### src/rtl/counter_pkg.sv
// Shared constants for the up/down modulus counter family.
// Mode and direction encodings used by module parameters and benches alike.
package counter_pkg;

  localparam bit CNT_WRAP = 1'b0;
  localparam bit CNT_SAT  = 1'b1;

  localparam bit CNT_DOWN = 1'b0;
  localparam bit CNT_UP   = 1'b1;

endpackage

### src/rtl/counter_next.sv
// Next-count unit: load / count / wrap-or-saturate decision for one stage.
// Latency: purely combinational.
// Backpressure: none; Enable is the only pacing input.
module counter_next
  import counter_pkg::*;
#(
  parameter int WIDTH    = 4,
  parameter int MODULUS  = 16,
  parameter bit SATURATE = CNT_WRAP
) (
  input  logic [WIDTH-1:0] count,
  input  logic             up,
  input  logic             enable,
  input  logic             load,
  input  logic [WIDTH-1:0] din,
  output logic [WIDTH-1:0] next_count,
  output logic             at_tv,
  output logic             load_oor
);

  // One extra bit so MODULUS == 2**WIDTH is representable as a bound.
  localparam logic [WIDTH:0] MAX_W = (WIDTH+1)'(MODULUS - 1);

  logic [WIDTH:0] cnt_w;
  logic [WIDTH:0] din_w;
  logic [WIDTH:0] tv_w;
  logic [WIDTH:0] nxt_w;

  assign cnt_w = {1'b0, count};
  assign din_w = {1'b0, din};
  assign tv_w  = up ? MAX_W : '0;

  assign at_tv    = (cnt_w == tv_w);
  assign load_oor = (din_w > MAX_W);

  always_comb begin
    nxt_w = cnt_w;
    if (load) begin
      nxt_w = load_oor ? MAX_W : din_w;
    end else if (enable) begin
      if (at_tv) begin
        if (SATURATE == CNT_WRAP) begin
          nxt_w = up ? '0 : MAX_W;
        end
      end else begin
        nxt_w = up ? (cnt_w + 1'b1) : (cnt_w - 1'b1);
      end
    end
  end

  // Result is always below MODULUS, so the top bit is never set.
  assign next_count = WIDTH'(nxt_w);

endmodule

### src/rtl/updown_mod_counter.sv
// Up/down modulo-N counter with load, enable, wrap/saturate and cascade carry.
// Latency: Count/Wrapped/Load_err update on the sampling edge; Carry_out is combinational.
// Backpressure: none; chain stages by feeding Carry_out into the next Enable.
module updown_mod_counter
  import counter_pkg::*;
#(
  parameter int WIDTH    = 4,
  parameter int MODULUS  = 16,
  parameter bit SATURATE = CNT_WRAP
) (
  input  logic             Clock,
  input  logic             Clear,
  input  logic             Load,
  input  logic             Enable,
  input  logic             Up,
  input  logic [WIDTH-1:0] Din,
  output logic [WIDTH-1:0] Count,
  output logic             Carry_out,
  output logic             Wrapped,
  output logic             Load_err
);

  if (MODULUS < 2 || MODULUS > (1 << WIDTH)) begin : g_bad_modulus
    $error("updown_mod_counter: MODULUS must be in 2..2**WIDTH");
  end

  logic [WIDTH-1:0] next_count;
  logic             at_tv;
  logic             load_oor;

  counter_next #(
    .WIDTH    (WIDTH),
    .MODULUS  (MODULUS),
    .SATURATE (SATURATE)
  ) u_next (
    .count      (Count),
    .up         (Up),
    .enable     (Enable),
    .load       (Load),
    .din        (Din),
    .next_count (next_count),
    .at_tv      (at_tv),
    .load_oor   (load_oor)
  );

  always_ff @(posedge Clock) begin
    if (Clear) begin
      Count    <= '0;
      Wrapped  <= 1'b0;
      Load_err <= 1'b0;
    end else begin
      Count    <= next_count;
      Wrapped  <= ~Load & Enable & at_tv;
      Load_err <= Load & load_oor;
    end
  end

  assign Carry_out = Enable & at_tv;

endmodule

### config.mk
export PLATFORM = sky130hd
export DESIGN_NAME = updown_mod_counter
export DESIGN_NICKNAME = d
export VERILOG_FILES = /design/src/rtl/counter_pkg.sv /design/src/rtl/counter_next.sv /design/src/rtl/updown_mod_counter.sv
export SDC_FILE = /design/constraint.sdc
export NUM_CORES = 1
export LEC_CHECK = 0
export ABC_AREA = 1
export BUFFER_PORTS_ARGS = -buffer_cell sky130_fd_sc_hd__buf_2
export CAP_MARGIN = 20
export CORE_AREA = 3 3 40 42
export CTS_CLUSTER_SIZE = 8
export DETAILED_ROUTE_END_ITERATION = 12
export DIE_AREA = 0 0 43 45
export PLACE_DENSITY = 0.55
export SYNTH_ARGS = -nofsm -noshare
export SYNTH_HDL_FRONTEND = slang
export SYNTH_HIERARCHICAL = 1
export SYNTH_SLANG_ARGS = --single-unit
### constraint.sdc
create_clock -name Clock -period 3 [get_ports Clock]
set_input_delay 0.15 -clock Clock [delete_from_list [all_inputs] [get_ports Clock]]
set_output_delay 0.15 -clock Clock [all_outputs]
set_load 0.01 [all_outputs]
==> results.cfg, run 1 <==
[status]
status = finished clean

[critical_path]
cpMostUsedCell = nand2_1
r2r-start = Count[0]
cpLargestDelayFamily = adder cells
cp_slowest_cell = ha_1
reg2regPathDepth = 7
worstPathCellList = ha_1 -> nand2_1 -> a21oi_2 -> nand2_2 -> inv_2 -> nand2_1 -> inv_1 -> buf_2
cp.required_ns = 2.85
crit_path_end_kind = output port
reg2reg_to = Count[2]
rrSetupSlack_ns = 1.61
path_class = reg2out
startpoint = Count[2]
cp_max_fo = 4
cp_slowest_stage_delay_ns = 0.35
start_kind = register
cp.arrival_ns = 1.50
cp_num_buf_inv = 3

[die]
fp.coreArea_mm2 = 0.001285
rows = 13
die_x_um = 43
fp.dieH_um = 45
ios = 16
start_util = 0.3544
die_area_mm2 = 0.001935

[grt]
overflow = 0
grtUsageTotal = 0.1125
grt_max_degree = 11
grt_pass1_vias = 397
grt_pass1_wl_um = 1573
antenna_found_initial = 0

[timing]
fmax_ghz = 0.6059
setup_ws_ns = 1.349
fin_crit_sh = 0.5502
slew_viol_final = 0
fin_tns_setup_ns = 0
skew_ns = 0.003937
period_minus_slack_ns = 1.651
hold_viol_final = 0
setup_viol = 0
grt_setup_unrepaired = false
hold_slack_ns = 0.1615

[placement]
place.gp.congestion = 0.7468
placedInstanceArea_um2 = 530.5
portBuffers = 15
dp_slack_ns = 1.509
dp_hpwl_um = 728.2

[finish]
seqCellArea_um2 = 120.1
final_area_um2 = 553.0
area_growth_pct = 21.43
layout.nets = 106
antenna_cells = 0
final.fill_count = 157
multi_input_area_um2 = 260.3
drive_gt1_frac = 0.2609

[detailed_routing]
viasPerCell = 4.168
first_iter_violations = 6
wl_per_cell_um = 8.449
vias = 446
firstDrtPassIters = 3
ant_nets = 0
route.detailed.drc = 0
wirelength_um = 904

[clock_tree]
cts.repair.resized = 0
postCtsSetupBuffers = 0
clkTransAtPathRegs_ns = 0.05
postCtsHoldBufs = 0
clock_latency_ns = 0.24
cts-root-buf = clkbuf_4
cts_buffer_depth = 2
cts_max_level = 1
cts_buffers = 3
cts_tree = yes
cts_sinks = 6

[pwr]
vdd_ir_drop_max_mv = 0.2176
p_total_w = 0.0002357
power_density_mw_per_mm2 = 426.1
leakagePower_nw = 0.3496

[synth]
yosysUniqueCellTypes = 17
synth_nets = 88
synth_edf_count = 0
synth_cells = 76
synth.most_common_cell = nand2_1
synth_seq_cells = 6
synthTopCellsByCount = nand2_1 (26), nor2_1 (12), inv_1 (11)
yosysWarnings = 6
synthFlopType = dfxtp_1
yosysSeqAreaShare = 0.2637
syn_area_per_cell_um2 = 5.993
synth_top_area_cell = dfxtp_1
syn_area_um2 = 455.4
netlist.area_leader.share = 0.2637
async_reset_ff_frac = 0
synth_area_leaders = dfxtp_1 (26%), nand2_1 (21%), nor2_1 (9.9%), inv_1 (9.1%), ha_1 (5.5%)

[worst_hold_path]
holdPathEnd = Count[1]
min_path_type = in2reg
hp-start = Clear
hold_path_depth = 2

[flow_run]
max_cap_viol_count = 0
[area by class of cell]
| class | count | area share |
|---|---|---|
| Clock buffer | 3 | 0.04072 |
| Inverter | 15 | 0.1018 |
| Multi-Input combinational cell | 53 | 0.4706 |
| Sequential cell | 6 | 0.2172 |
| Tap cell | 15 | 0.03394 |
| Timing Repair Buffer | 15 | 0.1357 |
[through the flow]
| step | utilization | instances |
|---|---|---|
| global route | 0.4304 | 107 |
| detailed placement | 0.4129 | 104 |
| global placement | 0.4129 | 104 |
| floorplan | - | 76 |
| finish | 0.4304 | 107 |
| CTS | 0.4304 | 107 |
[worst max path at each step]
| stage | end | cells after the start |
|---|---|---|
| 3_5_place_dp | Carry_out | 10 |
| 3_3_place_gp | Count[2] | 13 |
| 4_1_cts | Carry_out | 8 |
| 6_report | Carry_out | 8 |
| 5_1_grt | Carry_out | 8 |
| 2_1_floorplan | Count[3] | 10 |
[per-layer routing]
layer  wire length [µm]  GRT usage  vias to the layer above
met5                  0          0                        -
met3                 39    0.03586                        2
met1                435     0.1329                      182
li1                   -          -                      255
met2                418     0.1677                        7
met4                 10    0.09036                        0
[layout by cell type (no fill, tap or decap)]
master and n:
inv_1 11, nand3_1 3, nand2_2 1, o21ai_1 2, nor2_1 12, xnor2_1 2
conb_1 1, a21oi_1 1, fa_1 1, dfxtp_1 6, buf_2 15, nand2_1 26
nand4_1 1, a21oi_2 1, inv_2 4, clkbuf_4 3, ha_1 2
[cell families after synthesis]
logic type | count (synthesis) | synth area share
adder cells (fa/ha/maj) | 3 | 0.09889
flip-flops | 6 | 0.2637
AO/OA/AOI/OAI | 4 | 0.05219
XOR/XNOR | 2 | 0.03847
other | 1 | 0.008234
buffers and inverters | 17 | 0.1648
AND/OR/NAND/NOR | 43 | 0.3736
[flip-flops by register name, summed over array words and instances, names as in the netlist]
| register | count |
|---|---|
| Count | 4 |
| Load_err | 1 |
| Wrapped | 1 |
[power by group]
group          switching (W)  total [W]  leakage [nW]  internal, W
clock              0.0000304  0.0000757        0.0138    0.0000453
sequential        0.00000627  0.0000913        0.0495    0.0000850
combinational      0.0000391  0.0000686         0.286    0.0000296
total              0.0000757   0.000236         0.350     0.000160
Power figures use the tool's default switching activity.
==> inputs of run 2 (changes only) <==
- PLACE_DENSITY: 0.55 -> 0.58
- clock period: 3 -> 1.4 ns (I/O delays scaled with it)
==> results.cfg, run 2 (synthesis gave the netlist of run 1 again) <==
[critical_path]
r2r-start = Count[1]
cp.arrival_ns = 1.33
reg2reg_to = Count[1]
start_kind = register
worstPathCellList = ha_4 -> nand2_4 -> a21oi_2 -> nand2_2 -> inv_2 -> nand2_2 -> inv_2 -> buf_6
crit_path_end_kind = output port
cp.required_ns = 1.33
cp_slowest_stage_delay_ns = 0.33
rrSetupSlack_ns = 0.01
reg2regPathDepth = 8
cp_slowest_cell = dfxtp_2
path_class = reg2out
cp_max_fo = 2

[die]
rows = 13
ios = 16
start_util = 0.3544
fp.coreArea_mm2 = 0.001285
die_area_mm2 = 0.001935
fp.dieH_um = 45
die_x_um = 43

[finish]
multi_input_area_um2 = 301.5
regMostFlops = Count
area_growth_pct = 47.80
antenna_cells = 0
post-route-util = 0.5239
largest_reg_flops = 4
final.fill_count = 130
drive_gt1_frac = 0.4158
reg_top3 = Count (4), Load_err (1), Wrapped (1)
layout.nets = 115
final_cell_mix = nand2_1 (24), buf_2 (14), nor2_1 (12)
final_common_cell = nand2_1
seqCellArea_um2 = 125.1

[grt]
grtUsageTotal = 0.1209
grt_pass1_wl_um = 1794
grt_pass1_vias = 436
antenna_found_initial = 0
overflow = 0
grt_max_degree = 11

[detailed_routing]
route.detailed.drc = 0
viasPerCell = 4.078
ant_nets = 0
vias = 473
first_iter_violations = 6
wirelength_um = 988
firstDrtPassIters = 4
wl_per_cell_um = 8.517

[clock_tree]
clock_latency_ns = 0.24
clkTransAtPathRegs_ns = 0.05
postCtsHoldBufs = 0
cts_tree = yes
cts_buffers = 3
cts_sinks = 6
cts_buffer_depth = 2
cts_max_level = 1
cts-root-buf = clkbuf_4

[timing]
period_minus_slack_ns = 1.404
slew_viol_final = 0
setup_viol = 1
setup_ws_ns = -0.003679
fin_crit_sh = 1.003
fin_tns_setup_ns = -0.003679
skew_ns = 0.004791
grt_setup_unrepaired = true
fmax_ghz = 0.7124
hold_viol_final = 0

[flow_run]
max_cap_viol_count = 0

[placement]
place.gp.congestion = 0.7824
dp_hpwl_um = 759.1
portBuffers = 15

[pwr]
power_density_mw_per_mm2 = 823.6
leakagePower_nw = 0.3951
vdd_ir_drop_max_mv = 0.5856

[worst_hold_path]
hold_path_depth = 2
hp-start = Clear
holdPathEnd = Count[1]
min_path_type = in2reg

[status]
status = finished with violations
violations = setup timing
## run 2: cell types whose count changed in the layout (fill, tap and decap cells not counted), sizes merged
cell,delta
buf,+9
## run 2: cell type report
cell class	instances	area share
multi-input combinational	53	0.4480
timing repair buffer	24	0.2212
sequential	6	0.1859
inverter	15	0.08364
clock buffer	3	0.03346
tap	15	0.02788
## run 2: where the power goes
part | switching (W) | total [W] | leakage [nW] | internal (W)
sequential | 0.0000107 | 0.000193 | 0.0504 | 0.000183
clock | 0.0000592 | 0.000156 | 0.0138 | 0.0000968
combinational | 0.000103 | 0.000205 | 0.331 | 0.000102
total | 0.000173 | 0.000554 | 0.395 | 0.000381
## run 2: worst max-delay path, delay by kind of cell, from the launching register on
family                   cells  cell delay, ns
buffers and inverters        3            0.20
AND/OR/NAND/NOR              3            0.18
adder cells (fa/ha/maj)      1            0.28
flip-flops                   1            0.33
AO/OA/AOI/OAI                1            0.10
## run 2: worst max path at each step
| stage | startpoint | to | slack (ns) | depth (start not counted) |
|---|---|---|---|---|
| after floorplan | Count[2] | Count[3] | 0.08 | 10 |
| after global placement | Count[2] | Count[3] | 0.01 | 10 |
| after detailed placement | Count[2] | Count[3] | 0.01 | 10 |
| after CTS | Count[1] | Carry_out | -0.03 | 8 |
| after global routing | Count[2] | Carry_out | -0.11 | 8 |
| final | Count[2] | Carry_out | -0.004 | 8 |
## run 2: through the flow
step	instances	setup slack (ns)	hold WS, ns	instance area [µm²]	total power (W)
2_1_floorplan	76	0.08313	0.1412	455.4	0.0003068
3_3_place_gp	107	0.01326	0.3283	553.0	0.0003562
3_5_place_dp	107	0.01422	0.3291	553.0	0.0003563
4_1_cts	116	-0.03216	0.06997	660.6	0.0005549
5_1_grt	116	-0.1148	0.08046	673.1	0.0006006
6_report	116	-0.003679	0.06727	673.1	0.0005544
## run 2: repair_timing
item	in CTS	in global routing
pin swaps	5	0
setup buffers	6	0
setup endpoints to repair	1	5
gates resized for setup	8	4
## run 2: metal layers
metal | wire, µm | up-vias | global-route usage
met5 | 0 | - | 0
met3 | 71 | 2 | 0.02789
met1 | 477 | 186 | 0.1646
met2 | 426 | 13 | 0.1826
li1 | - | 272 | -
met4 | 13 | 0 | 0.05422
==> inputs of run 3 (changes only) <==
- BUFFER_PORTS_ARGS: -buffer_cell sky130_fd_sc_hd__buf_2 -> default
- DONT_BUFFER_PORTS: default -> 1
- MAX_ROUTING_LAYER: default -> met4
- PLACE_DENSITY: 0.58 -> 0.47
==> results.cfg, run 3 (synthesis gave the netlist of run 1 again) <==
[detailed_routing]
vias = 447
route.detailed.drc = 0
wirelength_um = 980
first_iter_violations = 1
ant_nets = 0
firstDrtPassIters = 3
viasPerCell = 4.470
wl_per_cell_um = 9.800

[pwr]
power_density_mw_per_mm2 = 876.2
leakagePower_nw = 0.3208
vdd_ir_drop_max_mv = 0.3772

[die]
start_util = 0.3544
die_area_mm2 = 0.001935
fp.coreArea_mm2 = 0.001285
die_x_um = 43
fp.dieH_um = 45
ios = 16
rows = 13

[timing]
hold_viol_final = 0
grt_setup_unrepaired = true
setup_viol = 0
setup_ws_ns = 0.03798
fmax_ghz = 0.7342
slew_viol_final = 0
skew_ns = 0.001168
fin_crit_sh = 0.9729
period_minus_slack_ns = 1.362

[finish]
area_growth_pct = 30.77
regMostFlops = Count
reg_top3 = Count (4), Load_err (1), Wrapped (1)
post-route-util = 0.4635
largest_reg_flops = 4
final_area_um2 = 595.6
drive_gt1_frac = 0.3176
layout.nets = 99
antenna_cells = 0
final_common_cell = nand2_1
final.fill_count = 152
final_cell_mix = nand2_1 (21), nor2_1 (11), inv_1 (8)

[worst_hold_path]
holdPathEnd = Count[3]
hold_path_depth = 4
hp-start = Load
min_path_type = in2reg

[critical_path]
cp.arrival_ns = 1.29
cp.required_ns = 1.33
start_kind = register
reg2regPathDepth = 7
rrSetupSlack_ns = 0.06
path_class = reg2out
r2r-start = Count[1]
cp_max_fo = 3
reg2reg_to = Count[2]
crit_path_end_kind = output port

[grt]
overflow = 0
grt_pass1_vias = 368
grt_max_degree = 10
antenna_found_initial = 0
grt_pass1_wl_um = 1656
grtUsageTotal = 0.1218

[placement]
portBuffers = 0
dp_slack_ns = -0.01196
dp_hpwl_um = 766.5
placedInstanceArea_um2 = 485.5
place.gp.congestion = 0.7229

[clock_tree]
cts_buffers = 3
cts_buffer_depth = 2
clkTransAtPathRegs_ns = 0.04
cts_sinks = 6
clock_latency_ns = 0.24
cts-root-buf = clkbuf_4
cts_tree = yes
cts_max_level = 1

[flow_run]
max_cap_viol_count = 0

[status]
status = finished clean
run 3: final cells by class:
type | count | area [µm²] | share of cell area
clock buffers | 3 | 22.52 | 0.03782
inverters | 15 | 56.30 | 0.09454
multi-input cells | 53 | 305.3 | 0.5126
flip-flops and latches | 6 | 125.1 | 0.2101
well taps | 15 | 18.77 | 0.03151
repair buffers | 8 | 67.56 | 0.1134
run 3: layer usage:
layer	wire, µm	vias to the layer above	share of wire	global-route usage
li1	-	240	-	-
met1	460	195	0.47	0.1566
met2	445	10	0.45	0.1617
met3	63	2	0.064	0.04382
met4	10	0	0.010	0.07229
met5	0	-	0	-
run 3: worst max-delay path: stages (launching register included):
cell and delay [ns]:
dfxtp_4 0.35, ha_4 0.28, nand2_4 0.05, a21oi_2 0.11
nand2_2 0.09, inv_2 0.06, nand2_2 0.05, inv_2 0.06
run 3: worst max path at each step:
stage / from / end / cells past startpoint
2_1_floorplan: Count[2] / Count[3] / 10
3_3_place_gp: Count[2] / Count[3] / 10
3_5_place_dp: Count[2] / Count[3] / 10
4_1_cts: Count[1] / Carry_out / 7
5_1_grt: Count[0] / Count[2] / 7
6_report: Count[1] / Carry_out / 7
run 3: power breakdown:
part | switching, W | total [W] | internal (W) | leakage, nW
sequential | 0.0000144 | 0.000197 | 0.000183 | 0.0504
clock | 0.0000550 | 0.000151 | 0.0000965 | 0.0138
combinational | 0.0000907 | 0.000173 | 0.0000823 | 0.257
total | 0.000160 | 0.000522 | 0.000362 | 0.321
run 3: timing repair:
item	4_1_cts	5_1_grt
setup endpoints to repair	3	3
resized for setup	6	9
pin swaps	2	7
setup buffers	1	0
hold endpoints to repair	5	0
hold buffers	3	0
run 3: metrics by stage:
step / TNS (ns) / instances / power, W / hold slack (ns)
5_1_grt: -0.05309 / 100 / 0.0005678 / 0.03638
3_5_place_dp: -0.01196 / 93 / 0.0003328 / 0.1442
4_1_cts: 0 / 100 / 0.0005199 / 0.01686
3_3_place_gp: -0.003839 / 93 / 0.0003316 / 0.1446
2_1_floorplan: 0 / 76 / 0.0003068 / 0.1412
6_report: 0 / 100 / 0.0005218 / 0.02974
